`src/rtl/tl_ul_reg_responder_if.sv`:
```
// TL-UL A/D channel bundle between a requester and the register responder.
// master drives A and d_ready; slave drives a_ready and the D beat.
interface tl_ul_reg_responder_if #(
  parameter int ADDR_W = 9
);
  logic              in_a_ready;
  logic              in_a_valid;
  logic [2:0]        in_a_bits_opcode;
  logic [ADDR_W-1:0] in_a_bits_address;
  logic [3:0]        in_a_bits_mask;
  logic [31:0]       in_a_bits_data;
  logic              in_d_ready;
  logic              in_d_valid;
  logic [2:0]        in_d_bits_opcode;
  logic              in_d_bits_denied;
  logic [31:0]       in_d_bits_data;
  logic              in_d_bits_corrupt;

  modport master (
    input  in_a_ready,
    output in_a_valid,
    output in_a_bits_opcode,
    output in_a_bits_address,
    output in_a_bits_mask,
    output in_a_bits_data,
    output in_d_ready,
    input  in_d_valid,
    input  in_d_bits_opcode,
    input  in_d_bits_denied,
    input  in_d_bits_data,
    input  in_d_bits_corrupt
  );

  modport slave (
    output in_a_ready,
    input  in_a_valid,
    input  in_a_bits_opcode,
    input  in_a_bits_address,
    input  in_a_bits_mask,
    input  in_a_bits_data,
    input  in_d_ready,
    output in_d_valid,
    output in_d_bits_opcode,
    output in_d_bits_denied,
    output in_d_bits_data,
    output in_d_bits_corrupt
  );
endinterface

```
`src/rtl/tl_ul_reg_responder.sv`:
```
// TL-UL manager for a 32-bit register bank, one transaction in flight.
// Ports: clock, reset (async, high), tl (slave A/D bundle), busy.
module tl_ul_reg_responder #(
  parameter int          ADDR_W     = 9,
  parameter int          NUM_REGS   = 16,
  parameter int          RESP_DELAY = 2,
  parameter logic [31:0] ID_VALUE   = 32'h5853_0001
) (
  input  logic                 clock,
  input  logic                 reset,
  tl_ul_reg_responder_if.slave tl,
  output logic                 busy
);

  localparam int IW = ADDR_W - 2;
  localparam int CW = (RESP_DELAY > 1) ? $clog2(RESP_DELAY) : 1;

  typedef enum logic [1:0] {
    IDLE,
    WAIT,
    RESP
  } state_t;

  state_t        state;
  logic [CW-1:0] cnt;

  logic [31:0] regs [1:NUM_REGS-1];

  logic [2:0]  d_op;
  logic        d_den;
  logic        d_cor;
  logic [31:0] d_data;

  logic          accept;
  logic [IW-1:0] idx;
  logic          mapped;
  logic          is_get;
  logic          is_put;
  logic          wr_ok;
  logic [31:0]   rd_word;
  logic [31:0]   wmask;

  logic [2:0]  rsp_op;
  logic        rsp_den;
  logic        rsp_cor;
  logic [31:0] rsp_data;

  assign accept = tl.in_a_valid && tl.in_a_ready;
  assign idx    = tl.in_a_bits_address[ADDR_W-1:2];
  assign mapped = (tl.in_a_bits_address[1:0] == 2'b00)
               && (int'(idx) < NUM_REGS);
  assign is_get = (tl.in_a_bits_opcode == 3'd4);
  assign is_put = (tl.in_a_bits_opcode == 3'd0)
               || (tl.in_a_bits_opcode == 3'd1);
  assign wr_ok  = is_put && mapped && (idx != '0);

  // Register 0 is the read-only ID word; it has no storage.
  always_comb begin
    rd_word = ID_VALUE;
    for (int i = 1; i < NUM_REGS; i++)
      if (idx == IW'(i))
        rd_word = regs[i];
  end

  // PutFullData ignores the mask and writes every lane.
  always_comb begin
    wmask = '0;
    for (int b = 0; b < 4; b++)
      wmask[8*b +: 8] = {8{(tl.in_a_bits_opcode == 3'd0)
                           || tl.in_a_bits_mask[b]}};
  end

  always_comb begin
    rsp_op   = 3'd0;
    rsp_den  = 1'b0;
    rsp_cor  = 1'b0;
    rsp_data = '0;
    unique case (1'b1)
      is_get && mapped: begin
        rsp_op   = 3'd1;
        rsp_data = rd_word;
      end
      is_get && !mapped: begin
        rsp_op  = 3'd1;
        rsp_den = 1'b1;
        rsp_cor = 1'b1;
      end
      wr_ok: begin
        rsp_op = 3'd0;
      end
      !is_get && !wr_ok: begin
        rsp_den = 1'b1;
      end
    endcase
  end

  always_ff @(posedge clock or posedge reset) begin
    if (reset) begin
      for (int i = 1; i < NUM_REGS; i++)
        regs[i] <= '0;
    end else if (accept && wr_ok) begin
      for (int i = 1; i < NUM_REGS; i++)
        if (idx == IW'(i))
          regs[i] <= (regs[i] & ~wmask)
                   | (tl.in_a_bits_data & wmask);
    end
  end

  // The whole D beat is captured at acceptance so later writes
  // cannot disturb a response that is still waiting or stalled.
  always_ff @(posedge clock or posedge reset) begin
    if (reset) begin
      state  <= IDLE;
      cnt    <= '0;
      d_op   <= '0;
      d_den  <= 1'b0;
      d_cor  <= 1'b0;
      d_data <= '0;
    end else begin
      unique case (state)
        IDLE: begin
          if (accept) begin
            d_op   <= rsp_op;
            d_den  <= rsp_den;
            d_cor  <= rsp_cor;
            d_data <= rsp_data;
            if (RESP_DELAY == 0) begin
              state <= RESP;
            end else begin
              state <= WAIT;
              cnt   <= CW'(RESP_DELAY - 1);
            end
          end
        end
        WAIT: begin
          if (cnt == '0)
            state <= RESP;
          else
            cnt <= cnt - CW'(1);
        end
        RESP: begin
          if (tl.in_d_ready)
            state <= IDLE;
        end
        default: state <= IDLE;
      endcase
    end
  end

  assign tl.in_a_ready        = (state == IDLE);
  assign tl.in_d_valid        = (state == RESP);
  assign tl.in_d_bits_opcode  = d_op;
  assign tl.in_d_bits_denied  = d_den;
  assign tl.in_d_bits_corrupt = d_cor;
  assign tl.in_d_bits_data    = d_data;
  assign busy                 = (state != IDLE);

endmodule

```
`src/flat_wrapper.sv`:
```
// flat-port wrapper written by rule: the top's interface ports become plain ports
module tl_ul_reg_responder_flat 
#(
  parameter int          ADDR_W     = 9,
  parameter int          NUM_REGS   = 16,
  parameter int          RESP_DELAY = 2,
  parameter logic [31:0] ID_VALUE   = 32'h5853_0001
)
  (clock, reset, busy, tl_in_a_ready, tl_in_a_valid, tl_in_a_bits_opcode, tl_in_a_bits_address, tl_in_a_bits_mask, tl_in_a_bits_data, tl_in_d_ready, tl_in_d_valid, tl_in_d_bits_opcode, tl_in_d_bits_denied, tl_in_d_bits_data, tl_in_d_bits_corrupt);
  tl_ul_reg_responder_if #(.ADDR_W(ADDR_W)) tl_i ();
  input  logic clock;
  input  logic reset;
  output logic busy;
  output wire logic [$bits(tl_i.in_a_ready)-1:0] tl_in_a_ready;
  input wire logic [$bits(tl_i.in_a_valid)-1:0] tl_in_a_valid;
  input wire logic [$bits(tl_i.in_a_bits_opcode)-1:0] tl_in_a_bits_opcode;
  input wire logic [$bits(tl_i.in_a_bits_address)-1:0] tl_in_a_bits_address;
  input wire logic [$bits(tl_i.in_a_bits_mask)-1:0] tl_in_a_bits_mask;
  input wire logic [$bits(tl_i.in_a_bits_data)-1:0] tl_in_a_bits_data;
  input wire logic [$bits(tl_i.in_d_ready)-1:0] tl_in_d_ready;
  output wire logic [$bits(tl_i.in_d_valid)-1:0] tl_in_d_valid;
  output wire logic [$bits(tl_i.in_d_bits_opcode)-1:0] tl_in_d_bits_opcode;
  output wire logic [$bits(tl_i.in_d_bits_denied)-1:0] tl_in_d_bits_denied;
  output wire logic [$bits(tl_i.in_d_bits_data)-1:0] tl_in_d_bits_data;
  output wire logic [$bits(tl_i.in_d_bits_corrupt)-1:0] tl_in_d_bits_corrupt;
  assign tl_in_a_ready = tl_i.in_a_ready;
  assign tl_i.in_a_valid = tl_in_a_valid;
  assign tl_i.in_a_bits_opcode = tl_in_a_bits_opcode;
  assign tl_i.in_a_bits_address = tl_in_a_bits_address;
  assign tl_i.in_a_bits_mask = tl_in_a_bits_mask;
  assign tl_i.in_a_bits_data = tl_in_a_bits_data;
  assign tl_i.in_d_ready = tl_in_d_ready;
  assign tl_in_d_valid = tl_i.in_d_valid;
  assign tl_in_d_bits_opcode = tl_i.in_d_bits_opcode;
  assign tl_in_d_bits_denied = tl_i.in_d_bits_denied;
  assign tl_in_d_bits_data = tl_i.in_d_bits_data;
  assign tl_in_d_bits_corrupt = tl_i.in_d_bits_corrupt;
  tl_ul_reg_responder #(.ADDR_W(ADDR_W), .NUM_REGS(NUM_REGS), .RESP_DELAY(RESP_DELAY), .ID_VALUE(ID_VALUE)) u_core (.clock(clock), .reset(reset), .tl(tl_i), .busy(busy));
endmodule
```
`config.mk`:
```
export PLATFORM = sky130hd
export DESIGN_NAME = tl_ul_reg_responder_flat
export DESIGN_NICKNAME = d
export VERILOG_FILES = /design/src/rtl/tl_ul_reg_responder_if.sv /design/src/rtl/tl_ul_reg_responder.sv /design/src/flat_wrapper.sv
export SDC_FILE = /design/constraint.sdc
export NUM_CORES = 1
export LEC_CHECK = 0
export ABC_CLOCK_PERIOD_IN_PS = 60600
export CAP_MARGIN = 20
export CORE_MARGIN = 4
export CORE_UTILIZATION = 51
export DETAILED_ROUTE_END_ITERATION = 12
export GPL_TIMING_DRIVEN = 0
export PLACE_DENSITY = 0.77
export SLEW_MARGIN = 20
export SYNTH_ARGS = -nofsm -noshare
export SYNTH_HDL_FRONTEND = slang
export SYNTH_SLANG_ARGS = --single-unit
```
`constraint.sdc`:
```
create_clock -name clock -period 60.6 [get_ports clock]
set_input_delay 18.18 -clock clock [delete_from_list [all_inputs] [get_ports clock]]
set_output_delay 18.18 -clock clock [all_outputs]
set_load 0.05 [all_outputs]
```
== Yosys cells after proc, flatten, opt, wreduce, memory -nomap -nowiden ==
Cells that the tools add are included.

* Eq/ne operators: 22
* $add $sub $neg: 1
* $lt $le $gt $ge: 1
* Reductions and logical operators: 42
* Multiplexer cells: 26
* Bitwise logic cells: 32

{| class="wikitable"
|+ Operators by type and width
! kind !! number
|-
| AND 32 bit || 16
|-
| two-way mux 32 bit || 16
|-
| bitwise OR 32 bit || 15
|-
| equality test 7 x 4 -> 1 bit, second input constant || 8
|-
| AND reduction 2 bit || 17
|-
| inverter 32 bit || 1
|-
| equality test 7 x 3 -> 1 bit, second input constant || 4
|-
| equality test 7 x 2 -> 1 bit, second input constant || 2
|-
| logical AND 1 bit || 8
|-
| equality test 7 x 1 -> 1 bit, second input constant || 1
|-
| less-than comparator 7 x 5 -> 1 bit, second input constant || 1
|-
| nonzero test 7 bit || 1
|-
| two-way mux 2 bit || 3
|-
| inequality test 2 bit, second input constant || 3
|-
| one-hot mux 2 bit (3 select lines) || 1
|-
| logical OR 1 bit || 5
|-
| two-way mux 1 bit || 5
|-
| logical NOT 2 bit || 2
|-
| nonzero test 2 bit || 2
|-
| OR reduction 2 bit || 2
|-
| equality test 3 x 1 -> 1 bit, second input constant || 1
|-
| equality test 3 bit, second input constant || 1
|-
| logical NOT 1 bit || 3
|-
| logical NOT 3 bit || 1
|-
| other kinds (5) || 5
|}

* Bits of input ports: 52
* Bits in registers: 520

== Depth between registers and ports, before layout ==
Gate-level depths: netlist of run 1.

* Word-level depth: 17
* Mapped depth: 10
* Depth with buffers taken out: 6

== Worst setup path before layout of run 1 ==
No wires, ideal clock.

* Kind: in2reg
* Start point: input tl_in_a_bits_address[6]
* End point: register (tool-made name)
* Setup time: 0.125 ns
* Cell stages on the path: 8
* Data required time: 60.475 ns
* Setup slack: 40.178 ns
* Data arrival time: 20.297 ns
* Buffers on the path: 3
* Cells stage by stage: or3_1 > buf_2 > or3_4 > or3_1 > buf_4 > buf_12 > nor2_8 > mux2_4

{| class="wikitable"
|+ RTL lines
! element !! line !! source
|-
| start: declaration || flat_wrapper.sv:17 || <nowiki>input wire logic [$bits(tl_i.in_a_bits_address)-1:0] tl_in_a_bits_address;</nowiki>
|}

== Worst setup path in the final report of run 1 ==
* Start point: input tl_in_a_bits_address[2]
* End point: register u_core.d_data[0], in the netlist u_core.tl.in_d_bits_data[0]

* Cells in the longest elaborated chain, start to end: 17
* Elaborated cells between the ends (all ways): 34
* Classes of those cells: order compare (1); eq/ne (15); mux (16); reduce/logical (2)

{| class="wikitable"
|+ Ends and longest elaborated chain
! element !! line !! source
|-
| equality test 7 x 1 -> 1 bit || tl_ul_reg_responder.sv:61 || <nowiki>if (idx == IW'(i))</nowiki>
|-
| two-way mux 32 bit (15 in a row) || tl_ul_reg_responder.sv:61 ||
|-
| two-way mux 32 bit (*) || tl_ul_reg_responder.sv:78 || <nowiki>unique case (1'b1)</nowiki>
|-
| end signal: assignment || tl_ul_reg_responder.sv:126 || <nowiki>d_data <= rsp_data;</nowiki>
|-
| end: declaration || tl_ul_reg_responder.sv:32 || <nowiki>logic [31:0] d_data;</nowiki>
|}

Mark *: on every way between the ends. The rest lies on a longest branch, timed or not.
A chain may end at the register's enable or synchronous reset.

==> results of run 1 <==
## critical path: stages
cell and delay (ps):
clkdlybuf4s50_1 650, buf_2 280, buf_2 410, buf_1 780, clkbuf_1 1020, buf_1 870, o31ai_1 210, o21ai_0 610
o21ai_0 160
## report_power, final
part,internal (mW),switching (mW),total (mW)
logic,0.0160,0.0584,0.0744
clock network,0.216,0.150,0.366
registers,0.348,0.00184,0.350
## layout make-up
type | instances | share of cell area, %
Timing Repair Buffer | 103 | 3.93
Inverter | 19 | 0.269
Clock buffer | 81 | 5.58
Buffer | 138 | 2.13
Sequential cell | 518 | 44.2
Multi-Input combinational cell | 1374 | 40.0
Antenna cell | 7 | 0.0597
Clock inverter | 20 | 0.956
Tap cell | 664 | 2.83
## kinds of logic after synthesis
| kind of cell | Yosys count |
|---|---|
| flops | 518 |
| buf+inv | 157 |
| compound gates | 476 |
| simple gates | 395 |
| mux | 501 |
| other cells | 1 |
## through the flow
| stage | cell area (um^2) | setup slack, ps | instances |
|---|---|---|---|
| final | 29300 | 37860 | 2924 |
| after global routing | 29300 | 38120 | 2917 |
| after CTS | 29300 | 38390 | 2916 |
| after detailed placement | 27400 | 37740 | 2815 |
| after global placement | 27000 | 22480 | 2801 |
| after floorplan | 25300 | 27950 | 2049 |
## Yosys cell counts (all sizes together), types with 3 or more instances
| cell type | number | share of area (%) |
|---|---|---|
| a2111oi | 5 | 0.17 |
| a211o | 5 | 0.17 |
| a211oi | 19 | 0.56 |
| a21o | 8 | 0.24 |
| a21oi | 106 | 2.1 |
| a221o | 5 | 0.20 |
| a221oi | 8 | 0.28 |
| a22o | 11 | 0.38 |
| a22oi | 45 | 1.3 |
| a2bb2oi | 6 | 0.21 |
| a31oi | 7 | 0.17 |
| a32oi | 9 | 0.31 |
| and3 | 6 | 0.15 |
| buf | 35 | 0.85 |
| clkbuf | 103 | 1.5 |
| dfrtp | 518 | 51 |
| inv | 18 | 0.27 |
| mux2 | 476 | 23 |
| mux2i | 23 | 0.91 |
| nand2 | 104 | 1.5 |
| nand2b | 12 | 0.30 |
| nand3 | 26 | 0.55 |
| nand4 | 3 | 0.074 |
| nor2 | 154 | 5.0 |
| nor2b | 22 | 0.54 |
| nor3 | 19 | 0.40 |
| nor3b | 3 | 0.11 |
| nor4 | 10 | 0.25 |
| o2111ai | 5 | 0.17 |
| o211ai | 18 | 0.53 |
| o21ai | 115 | 2.3 |
| o221ai | 26 | 0.90 |
| o22ai | 31 | 0.77 |
| o2bb2ai | 5 | 0.17 |
| o311ai | 3 | 0.10 |
| o31ai | 17 | 0.50 |
| o32ai | 4 | 0.14 |
| or2 | 6 | 0.15 |
| or3 | 10 | 0.27 |
| or3b | 4 | 0.14 |
| or4 | 5 | 0.15 |
## path summary, 6_finish.rpt
| kind | endpoint | cells after the start | from |
|---|---|---|---|
| hold / removal | flip-flop | 1 | flip-flop |
| setup / recovery | u_core.tl.in_d_bits_data[0] | 9 | tl_in_a_bits_address[2] |
| hold reg to reg | flip-flop | 1 | flip-flop |
| setup reg to reg | u_core.tl.in_d_bits_data[18] | 8 | u_core.state[0] |
| max in group asynchronous | async pin | 5 | reset |
| min in group asynchronous | u_core.state[0] | 2 | reset |
## metal layers
| metal | wire [um] | part of all wire [%] | vias up |
|---|---|---|---|
| met5 | 51 | 0.048 | - |
| met4 | 8990 | 8.4 | 4 |
| met3 | 15400 | 14 | 556 |
| met2 | 43200 | 41 | 1741 |
| met1 | 38700 | 36 | 10329 |
| li1 | - | - | 7915 |
==> results.cfg, run 1 <==
[worst_hold_path]
holdCritPathClass = flip-flop to flip-flop

[synth]
syn_area_per_cell_um2 = 12.4
synth_top_family_by_area = multiplexers
synth_cells = 2048
synth-simple-area-share_pct = 10.0
synthArstFlopShare_pct = 100
ys_types = 78
synth_seq_cells = 518
synthAdderAreaFrac_pct = 0
synth_edf_count = 0
synthMuxAreaShare_pct = 23.8
yosys_warnings = 0
yosysSeqAreaShare_pct = 51.2
synth_compound_area_share_pct = 12.4
synthXorXnorAreaFrac_pct = 0
synth_area_um2 = 25300
synth_ff_type = dfrtp_1

[critical_path]
cp.required_ps = 61090
crit_arrival_ps = 23230
cp_max_fo = 10
rrSetupSlack_ps = 56190
cp-start-kind = input pin
critPathCaptureType = flip-flop
crit_type = input pin to flip-flop

[sta]
worst_pin_slew_ps = 1390
clock_skew_ps = 22.9
hold_viol = 0
finalSetupViolCount = 0
slew-limit-headroom_pct = 7.62
hold_ws_ps = 481
fin_crit_sh_pct = 37.5
timing.fmax_ghz = 0.0440
rsz0062_at_grt = no
final.setup.tns_ps = 0
min_period_ps = 22740
final_max_slew_viol_count = 0

[floorplanning]
die_w_um = 231
die-area_um2 = 53300
rows = 81
start_util_pct = 51.6
die_height_um = 231
core_area_um2 = 49100
pin_count = 92

[power]
report.power.total_mw = 0.790
p_leak_nw = 14.2
ir_drop_uv = 21.7
powerDensity_nw_per_um2 = 26.9

[clocking]
cts_hold_buf = 0
cts_tree = built
cts_buffer_depth = 3
post_cts_resized = 0
cts.clk_slew.worst_paths_ps = 60
cts.sinks = 518
post_cts_buffers = 0
root_buffer = clkbuf_16
clock_latency_ps = 640
numCtsBuffers = 55
h-tree-depth = 2

[detailed_routing]
drt_iter0_drc = 3366
antenna_left = 0
drt-wirelength-per-cell_um = 36.4
dr.pass1.iters = 7
drc_errors = 0
via_per_inst = 7.03
vias = 20545
drt-total-wl_um = 106000

[grt]
antenna_found_initial = 5
grt_max_degree = 98
use_met2_pct = 54.6
grt_pass1_vias = 20245
gr-usage-met3_pct = 16.8
grt.busiest_layer = met2
use_met1_pct = 49.8
grt_pass1_wl_um = 149000
grt_overflow_total = 0
grtUsageTotal_pct = 39.2

[run_status]
status = completed

[final_layout]
regArea_um2 = 13000
drive_gt1_share_pct = 22.9
area_growth_pct = 15.8
final_cell_mix = dfrtp_1, mux2_1, mux2_2
fin_nets = 2261
nFillCells = 3894
multi_input_comb_area_um2 = 11700
final_common_cell = dfrtp_1
finalCoreUtilization_pct = 59.8

[placed_design]
post-dp-hpwl_um = 70400
place.port_buffers = 88
place_congestion = 1.08

[job]
drv_cap = 0
Power figures use the tool's default switching activity.
==> run 2: changes to the inputs <==
--- a/config.mk
+++ b/config.mk
@@ -5,7 +5,7 @@
 export SDC_FILE = /design/constraint.sdc
 export NUM_CORES = 1
 export LEC_CHECK = 0
-export ABC_CLOCK_PERIOD_IN_PS = 60600
+export ABC_CLOCK_PERIOD_IN_PS = 21800
 export CAP_MARGIN = 20
 export CORE_MARGIN = 4
 export CORE_UTILIZATION = 51
==> constraint.sdc (replaced) <==
create_clock -name clock -period 21.8 [get_ports clock]
set_input_delay 6.54 -clock clock [delete_from_list [all_inputs] [get_ports clock]]
set_output_delay 6.54 -clock clock [all_outputs]
set_load 0.05 [all_outputs]
==> results of run 2 <==
The final DEF is identical to that of run 1. Status: completed.
Among the figures that moved: setup slack after placement 37740 ps -> 10580 ps; setup slack after layout 37860 ps -> 10700 ps; register-to-register setup slack 56190 ps -> 17390 ps; total power 0.790 mW -> 2.20 mW; worst IR drop on VDD 21.7 uV -> 60.3 uV
